==> src/rtl/product_accumulator_if.sv <==
// product_accumulator_if: valid/ready stream bundle for the product accumulator.
// Carries the product input stream and the batch-result output stream.
// The slave modport is the accumulator's view; master is the producer/consumer view.
`timescale 1ns/1ps

interface product_accumulator_if #(
  parameter int ACC_W = 16
);
  // product input stream
  logic             in_valid;
  logic             in_ready;
  logic [7:0]       in_prod;
  logic             in_last;
  // batch result stream
  logic             out_valid;
  logic             out_ready;
  logic [ACC_W-1:0] out_acc;
  logic [7:0]       out_count;
  logic             out_ovf;

  modport master (
    output in_valid, in_prod, in_last, out_ready,
    input  in_ready, out_valid, out_acc, out_count, out_ovf
  );

  modport slave (
    input  in_valid, in_prod, in_last, out_ready,
    output in_ready, out_valid, out_acc, out_count, out_ovf
  );
endinterface

==> src/rtl/product_accumulator.sv <==
// product_accumulator: sums batches of up to TERMS unsigned 8-bit products
// into an ACC_W-bit accumulator and presents each batch sum, its term count
// and an overflow flag on a valid/ready output.
// Optional feature macro: SATURATE_EN -- when defined the accumulator clamps
// to all-ones on overflow instead of wrapping; out_ovf is reported either way.
`timescale 1ns/1ps

module product_accumulator #(
  parameter int TERMS = 4,
  parameter int ACC_W = 16
) (
  input  logic                   clk,
  input  logic                   rst,
  product_accumulator_if.slave   bus
);

  typedef enum logic {
    ACCUM = 1'b0,
    HOLD  = 1'b1
  } state_t;

  localparam logic [7:0]       LAST_IDX = 8'(TERMS - 1);
  localparam logic [ACC_W-1:0] ACC_MAX  = '1;

  state_t           state_reg;
  logic [ACC_W-1:0] acc_reg;
  logic [7:0]       cnt_reg;
  logic             ovf_reg;
  logic             out_valid_reg;
  logic [ACC_W-1:0] out_acc_reg;
  logic [7:0]       out_count_reg;
  logic             out_ovf_reg;

  logic             accept;
  logic             close_batch;
  logic [ACC_W-1:0] base_acc;
  logic [ACC_W:0]   sum_next;
  logic [ACC_W-1:0] acc_next;
  logic [7:0]       cnt_next;
  logic             ovf_next;

  // in_ready comes straight from the state register so it is glitch-free and
  // drops immediately when reset is asserted.
  assign bus.in_ready  = !rst && (state_reg == ACCUM);
  assign accept        = bus.in_valid && bus.in_ready;

  assign bus.out_valid = out_valid_reg;
  assign bus.out_acc   = out_acc_reg;
  assign bus.out_count = out_count_reg;
  assign bus.out_ovf   = out_ovf_reg;

  // Post-add values for the product offered this cycle; a new batch (cnt == 0)
  // starts from zero so stale acc/ovf never leak across batches.
  always_comb begin
    base_acc    = '0;
    sum_next    = '0;
    acc_next    = '0;
    ovf_next    = 1'b0;
    cnt_next    = cnt_reg + 8'd1;
    close_batch = (cnt_reg == LAST_IDX) || bus.in_last;

    if (cnt_reg != 8'd0) begin
      base_acc = acc_reg;
    end
    sum_next = {1'b0, base_acc} + {{(ACC_W-7){1'b0}}, bus.in_prod};
    ovf_next = sum_next[ACC_W] || ((cnt_reg != 8'd0) && ovf_reg);
`ifdef SATURATE_EN
    // Once the batch has overflowed the sum stays pinned at all-ones.
    acc_next = ovf_next ? ACC_MAX : sum_next[ACC_W-1:0];
`else
    acc_next = sum_next[ACC_W-1:0];
`endif
  end

  // Batch FSM: accumulate in ACCUM, present the result in HOLD until taken.
  always_ff @(posedge clk) begin
    if (rst) begin
      state_reg     <= ACCUM;
      acc_reg       <= '0;
      cnt_reg       <= '0;
      ovf_reg       <= 1'b0;
      out_valid_reg <= 1'b0;
      out_acc_reg   <= '0;
      out_count_reg <= '0;
      out_ovf_reg   <= 1'b0;
    end else begin
      case (state_reg)
        ACCUM: begin
          if (accept) begin
            acc_reg <= acc_next;
            cnt_reg <= cnt_next;
            ovf_reg <= ovf_next;
            if (close_batch) begin
              state_reg     <= HOLD;
              out_valid_reg <= 1'b1;
              out_acc_reg   <= acc_next;
              out_count_reg <= cnt_next;
              out_ovf_reg   <= ovf_next;
            end
          end
        end
        HOLD: begin
          // Result registers are left untouched so they never move while valid.
          if (bus.out_ready) begin
            state_reg     <= ACCUM;
            cnt_reg       <= '0;
            out_valid_reg <= 1'b0;
          end
        end
        default: begin
          state_reg <= ACCUM;
        end
      endcase
    end
  end

endmodule

==> src/flat_wrapper.sv <==
// flat-port wrapper written by rule: the top's interface ports become plain ports
module product_accumulator_flat 
#(
  parameter int TERMS = 4,
  parameter int ACC_W = 16
)
  (clk, rst, bus_in_valid, bus_in_prod, bus_in_last, bus_out_ready, bus_in_ready, bus_out_valid, bus_out_acc, bus_out_count, bus_out_ovf);
  product_accumulator_if #(.ACC_W(ACC_W)) bus_i ();
  input  logic clk;
  input  logic rst;
  input wire logic [$bits(bus_i.in_valid)-1:0] bus_in_valid;
  input wire logic [$bits(bus_i.in_prod)-1:0] bus_in_prod;
  input wire logic [$bits(bus_i.in_last)-1:0] bus_in_last;
  input wire logic [$bits(bus_i.out_ready)-1:0] bus_out_ready;
  output wire logic [$bits(bus_i.in_ready)-1:0] bus_in_ready;
  output wire logic [$bits(bus_i.out_valid)-1:0] bus_out_valid;
  output wire logic [$bits(bus_i.out_acc)-1:0] bus_out_acc;
  output wire logic [$bits(bus_i.out_count)-1:0] bus_out_count;
  output wire logic [$bits(bus_i.out_ovf)-1:0] bus_out_ovf;
  assign bus_i.in_valid = bus_in_valid;
  assign bus_i.in_prod = bus_in_prod;
  assign bus_i.in_last = bus_in_last;
  assign bus_i.out_ready = bus_out_ready;
  assign bus_in_ready = bus_i.in_ready;
  assign bus_out_valid = bus_i.out_valid;
  assign bus_out_acc = bus_i.out_acc;
  assign bus_out_count = bus_i.out_count;
  assign bus_out_ovf = bus_i.out_ovf;
  product_accumulator #(.TERMS(TERMS), .ACC_W(ACC_W)) u_core (.clk(clk), .rst(rst), .bus(bus_i));
endmodule
==> config.mk <==
export PLATFORM = sky130hd
export DESIGN_NAME = product_accumulator_flat
export DESIGN_NICKNAME = d
export VERILOG_FILES = /design/src/rtl/product_accumulator_if.sv /design/src/rtl/product_accumulator.sv /design/src/flat_wrapper.sv
export SDC_FILE = /design/constraint.sdc
export NUM_CORES = 1
export LEC_CHECK = 0
export ABC_AREA = 1
export BUFFER_PORTS_ARGS = -buffer_cell sky130_fd_sc_hd__buf_2
export CAP_MARGIN = 20
export CORE_MARGIN = 2
export CORE_UTILIZATION = 50
export DETAILED_ROUTE_END_ITERATION = 16
export GPL_TIMING_DRIVEN = 0
export PLACE_DENSITY = 0.79
export SLEW_MARGIN = 40
export SYNTH_ARGS = -nofsm -noshare
export SYNTH_HDL_FRONTEND = slang
export SYNTH_SLANG_ARGS = --single-unit
==> constraint.sdc <==
create_clock -name clk -period 6.8 [get_ports clk]
set_input_delay 1.02 -clock clk [delete_from_list [all_inputs] [get_ports clk]]
set_output_delay 1.02 -clock clk [all_outputs]
set_load 0.02 [all_outputs]
==> flow_metrics.env, run 1 <==
export IMPL_run_status="completed"
export IMPL_area_growth_pct=15.1
export IMPL_grt_busiest_layer="met2"
export IMPL_crit_top_cell="nand2_1"
export IMPL_cp_slowest_stage_delay_ns=0.41
export IMPL_cp_end_kind="register"
export IMPL_synth_flop_cell="dfxtp_1"
export IMPL_crit_buf_inv=3
export IMPL_use_met3=0.0447
export IMPL_die_y_um=77.2
export IMPL_ctsLongestPathBuffers=2
export IMPL_ioPinCount=40
export IMPL_grt_overflow=0
export IMPL_finalSetupViolCount=0
export IMPL_ys_ff_latch=52
export IMPL_nets=445
export IMPL_ir_worst_vdd_mv=0.127
export IMPL_grt_pass1_wl_um=10300
export IMPL_h_tree_depth=2
export IMPL_fin_ws_ns=3.70
export IMPL_fin_skew_ns=0.00581
export IMPL_vias_per_cell=5.11
export IMPL_grtUsageMet1=0.255
export IMPL_cts_tree="done"
export IMPL_gp_congestion=0.864
export IMPL_cts_root_buf="clkbuf_8"
export IMPL_hold_viol_final=0
export IMPL_fillCellCount=524
export IMPL_synth_area_um2=2680
export IMPL_clkTransAtPathRegs_ns=0.09
export IMPL_fin_crit_ns=3.10
export IMPL_relSlewSlack=0.640
export IMPL_finalMaxSlewViolations=0
export IMPL_max_freq_mhz=323
export IMPL_powerDensity_nw_per_um2=222
export IMPL_leakage_nw=1.43
export IMPL_cts_buffers=5
export IMPL_n_antenna_cell=0
export IMPL_die_width_um=77.2
export IMPL_synth_edf_count=0
export IMPL_vias=2515
export IMPL_crit_fanout=10
export IMPL_wire_per_inst_um=12.5
export IMPL_grt_use_total=0.216
export IMPL_drtAntennaViolNets=0
export IMPL_r2r_cells=20
export IMPL_drv_cap=0
export IMPL_rsz0062_at_grt="no"
export IMPL_wirelength_um=6160
export IMPL_use_met2=0.374
export IMPL_whs_ns=0.469
export IMPL_dpl_hpwl_um=4460
export IMPL_path_depth=20
export IMPL_synth_warnings=0
export IMPL_synth_cell_types=33
export IMPL_cts_hold_buf=0
export IMPL_period_share=0.456
export IMPL_worst_ep_required_time_ns=7.01
export IMPL_synth_area_per_cell_um2=7.12
export IMPL_fin_setup_tns_ns=0
export IMPL_port_buffers=38
export IMPL_arrival_ns=3.31
export IMPL_postCtsSetupBuffers=0
export IMPL_grt_max_degree=16
export IMPL_async_reset_ff_frac=0
export IMPL_worst_pin_slew_ns=0.540
export IMPL_yosysSeqAreaShare=0.389
export IMPL_antenna_found_initial=0
export IMPL_crit_chain="inv_1 -> ha_1 -> nand2_4 -> nor2_8 -> buf_4 -> nor2_1 -> ha_1 -> fa_1 -> nand2_1 -> nand2_1 -> o21ai_0 -> nor2_1 -> nor2_1 -> nor2_4 -> nand2_1 -> nand2_1 -> nand2_1 -> nand2_1 -> nand2_1 -> inv_1"
export IMPL_cts_resized=0
export IMPL_clock_latency_ns=0.31
export IMPL_grt_pass1_vias=2396
export IMPL_cts_sinks=52
export IMPL_drt_pass1_iterations=4
export IMPL_synthCells=376
export IMPL_pre_cts_slack_ns=3.77
export IMPL_syn_nets=400
export IMPL_rows=26
export IMPL_initial_core_util=0.521
export IMPL_crit_type="register to register"
export IMPL_drt_iter0_drc=101
export IMPL_dieArea_um2=5960
export IMPL_critPathTopFamily="simple AND/OR/NAND/NOR gates"
export IMPL_drc_errors=0
export IMPL_hold_depth=2
export IMPL_worstHoldPathType="register to register"
export IMPL_slowest_stage="fa_1"
export IMPL_startpoint_type="register"
export IMPL_drive_gt1_frac=0.180
export IMPL_coreArea_um2=5140
cell usage after synthesis, drive strengths merged (2+ instances only):
cell type | count | area, µm²
inv | 45 | 169
a21oi | 24 | 120
o21ai | 30 | 150
buf | 9 | 50.0
a211oi | 2 | 15.0
xnor2 | 5 | 51.3
or2 | 4 | 25.0
dfxtp | 52 | 1040
xor2 | 8 | 70.1
nor3 | 2 | 15.0
nand2 | 80 | 315
o31ai | 3 | 22.5
nand3 | 22 | 115
clkbuf | 7 | 26.3
nor2 | 65 | 297
ha | 10 | 125
nand4 | 3 | 18.8
final timing paths:
kind,slack (ns),from,end
max,3.70,u_core.cnt_reg[0],u_core.bus.out_acc[14]
min,0.47,u_core.acc_reg[1],u_core.acc_reg[1]
max reg2reg,3.70,u_core.cnt_reg[0],u_core.bus.out_acc[14]
min reg2reg,0.47,u_core.acc_reg[1],u_core.acc_reg[1]
area by class of cell:
cell class | count | area, µm² | area share
clock inverters | 1 | 30.0 | 0.00974
repair buffers | 38 | 190 | 0.0617
inverters | 45 | 169 | 0.0548
flip-flops and latches | 52 | 1040 | 0.338
plain buffers | 16 | 76.3 | 0.0248
clock buffers | 7 | 96.3 | 0.0312
well taps | 70 | 87.6 | 0.0284
multi-input cells | 263 | 1390 | 0.452
cell families after synthesis:
family | after synthesis | share of synthesized area
AOI/OAI and AO/OA | 62 | 0.124
xor gates and xnor gates | 13 | 0.0453
adders and majority gates | 11 | 0.0542
buffers and inverters | 61 | 0.0915
DFF | 52 | 0.389
and+or+nand+nor | 177 | 0.296
metal layers:
| layer | share of wire | vias up |
|---|---|---|
| met5 | 0 | - |
| met4 | 0.023 | 0 |
| met3 | 0.048 | 17 |
| met2 | 0.49 | 67 |
| met1 | 0.43 | 1151 |
| li1 | - | 1280 |
metrics by stage:
| step | total power, mW | cell area [µm²] | std cells | utilization |
|---|---|---|---|---|
| floorplan | 0.427 | 2680 | 376 | - |
| global placement | 0.457 | 2960 | 484 | 0.575 |
| detailed placement | 0.461 | 2960 | 484 | 0.575 |
| CTS | 0.690 | 3080 | 492 | 0.600 |
| global route | 0.717 | 3080 | 492 | 0.600 |
| finish | 0.686 | 3080 | 492 | 0.600 |
cell usage in the layout, fill, tap and decap left out, types with 2 or more instances in the layout:
master    instances
nand3_1          21
xor2_1            8
a21oi_1          24
o21ai_1           7
dfxtp_1          52
inv_1            43
nor2_1           57
clkbuf_1          7
buf_2            45
nand2_2           3
inv_2             2
nand2_1          76
buf_4             2
nand4_1           3
o31ai_1           3
a211oi_1          2
clkbuf_8          7
or2_2             4
nor2_8            2
nor2_2            5
xnor2_1           4
o21ai_0          23
ha_1             10
tightest hold or removal path, stage by stage (launching register included):
cell,delay (ns)
dfxtp_1,0.31
inv_1,0.06
a21oi_1,0.06
power by group:
group / switching [mW] / leakage [nW] / internal [mW] / total, mW
registers: 0.00799 / 0.424 / 0.321 / 0.328
clock network: 0.100 / 0.0645 / 0.130 / 0.230
logic: 0.0832 / 0.940 / 0.0437 / 0.127
total: 0.192 / 1.43 / 0.494 / 0.686
(Power assumes the default switching activity.)
==> inputs of run 2 (changes only) <==
clock period = 3.05 ns   (was 6.8 ns; I/O delays follow)
==> run 2 against run 1 <==
Count of clock-buffer cells in the layout unchanged. Global-route usage unchanged. Core utilization is 0.34 points higher. Cell area is 0.57% higher. First-iteration DRC count fell by 5.9%. Non-clock buffer count rose by 1. Largest cell class unchanged. Largest power group unchanged. Highest routed layer unchanged.
==> flow_metrics.env, run 2 (same netlist as run 1, synthesis figures left out) <==
export IMPL_r2r_start="u_core.cnt_reg[0]"
export IMPL_die_width_um=77.2
export IMPL_worst_ep_required_time_ns=3.26
export IMPL_whs_ns=0.447
export IMPL_period_share=0.911
export IMPL_pre_cts_slack_ns=0.0226
export IMPL_fin_ws_ns=0.272
export IMPL_rsz0062_at_grt="no"
export IMPL_grt_pass1_wl_um=10300
export IMPL_r2r_setup_slack_ns=0.27
export IMPL_crit_fanout=10
export IMPL_hold_depth=4
export IMPL_grt_overflow=0
export IMPL_fin_crit_ns=2.78
export IMPL_arrival_ns=2.99
export IMPL_dpl_instance_area_um2=2960
export IMPL_r2r_cells=20
export IMPL_cts_sinks=52
export IMPL_antenna_found_initial=0
export IMPL_wire_per_inst_um=12.7
export IMPL_drv_cap=0
export IMPL_worstHoldPathType="input pin to register"
export IMPL_grt_busiest_layer="met2"
export IMPL_final_cell_mix="nand2_1, nor2_1, dfxtp_1, buf_2, inv_1"
export IMPL_clkTransAtPathRegs_ns=0.09
export IMPL_nets=446
export IMPL_h_tree_depth=2
export IMPL_rows=26
export IMPL_grt_max_degree=16
export IMPL_ir_worst_vdd_mv=0.280
export IMPL_min_delay_worst_endpoint="u_core.bus.out_valid"
export IMPL_wirelength_um=6240
export IMPL_cts_root_buf="clkbuf_8"
export IMPL_vias=2533
export IMPL_coreArea_um2=5140
export IMPL_drc_errors=0
export IMPL_area_growth_pct=15.7
export IMPL_r2r_end="u_core.bus.out_acc[14]"
export IMPL_use_met3=0.0447
export IMPL_die_y_um=77.2
export IMPL_worst_pin_slew_ns=0.535
export IMPL_cts_tree="done"
export IMPL_fillCellCount=516
export IMPL_cts_buffers=5
export IMPL_ioPinCount=40
export IMPL_leakage_nw=1.44
export IMPL_powerDensity_nw_per_um2=495
export IMPL_port_buffers=38
export IMPL_cp_end_kind="register"
export IMPL_drive_gt1_frac=0.187
export IMPL_crit_type="register to register"
export IMPL_relSlewSlack=0.643
export IMPL_grt_pass1_vias=2396
export IMPL_n_antenna_cell=0
export IMPL_drt_iter0_drc=95
export IMPL_fin_skew_ns=0.00683
export IMPL_drt_pass1_iterations=5
export IMPL_ctsLongestPathBuffers=2
export IMPL_grt_use_total=0.216
export IMPL_grtUsageMet1=0.255
export IMPL_run_status="completed"
export IMPL_initial_core_util=0.521
export IMPL_hold_viol_final=0
export IMPL_layout_cells_most_common="nand2_1"
export IMPL_clock_latency_ns=0.31
export IMPL_gp_congestion=0.864
export IMPL_fin_util=0.603
export IMPL_vias_per_cell=5.14
export IMPL_fin_setup_tns_ns=0
export IMPL_drtAntennaViolNets=0
export IMPL_fin_area_um2=3100
export IMPL_finalSetupViolCount=0
export IMPL_hold_start="bus_out_ready"
export IMPL_use_met2=0.374
export IMPL_startpoint_type="register"
export IMPL_max_freq_mhz=360
export IMPL_finalMaxSlewViolations=0
export IMPL_dpl_hpwl_um=4460
export IMPL_dieArea_um2=5960
==> run 2: changes by cell type in the layout (fill, tap and decap cells not counted), sizes merged <==
cell	delta
buf	+1
==> run 2: power breakdown <==
part | switching, mW | internal [mW]
Sequential | 0.0179 | 0.715
Clock | 0.224 | 0.290
Combinational | 0.188 | 0.101
==> run 2: area by class of cell <==
type / instances / area [µm²] / share of cell area
multi-input cells: 263 / 1400 / 0.451
flip-flops and latches: 52 / 1040 / 0.336
repair buffers: 39 / 198 / 0.0638
inverters: 45 / 169 / 0.0545
clock buffers: 7 / 96.3 / 0.0311
well taps: 70 / 87.6 / 0.0282
plain buffers: 16 / 80.1 / 0.0258
clock inverters: 1 / 30.0 / 0.00969
==> run 2: what timing repair did <==
action,4_1_cts,5_1_grt
resized for setup,1,3
endpoints found under the setup margin,3,10
setup buffers,0,1
hold buffers,0,0
hold endpoints to repair,0,0
pin swaps,0,2
==> run 2: how the worst max path moves through the flow <==
stage                            from                     end  slack [ns]  cells after the start
floorplan           u_core.cnt_reg[0]  u_core.bus.out_acc[10]        0.38                     17
global placement    u_core.cnt_reg[0]  u_core.bus.out_acc[10]        0.07                     17
detailed placement  u_core.cnt_reg[0]  u_core.bus.out_acc[14]        0.02                     20
CTS                 u_core.cnt_reg[0]  u_core.bus.out_acc[14]        0.05                     20
global route        u_core.cnt_reg[0]  u_core.bus.out_acc[12]        0.08                     20
finish              u_core.cnt_reg[0]  u_core.bus.out_acc[14]        0.27                     20
==> run 2: metrics by stage <==
stage | power [mW] | instances
after floorplan | 0.951 | 376
after detailed placement | 1.03 | 484
after global placement | 1.02 | 484
after global routing | 1.61 | 493
final | 1.54 | 493
after CTS | 1.54 | 492
==> run 2: worst max-delay path: stages, from the launching register on <==
cell     delay, ns
dfxtp_1       0.38
inv_1         0.10
ha_1          0.20
nand2_4       0.08
nor2_8        0.12
buf_6         0.17
nor2_1        0.06
ha_1          0.21
fa_1          0.41
nand2_1       0.08
nand2_1       0.07
o21ai_2       0.09
nor2_1        0.07
nor2_2        0.19
nor2_4        0.08
nand2_1       0.06
nand2_1       0.04
nand2_1       0.08
nand2_1       0.07
nand2_1       0.06
inv_1         0.03
==> run 2: metal layers <==
metal	vias to the layer above	part of all wire
met4	0	0.022
li1	1285	-
met3	14	0.059
met1	1167	0.42
met5	-	0
met2	67	0.50
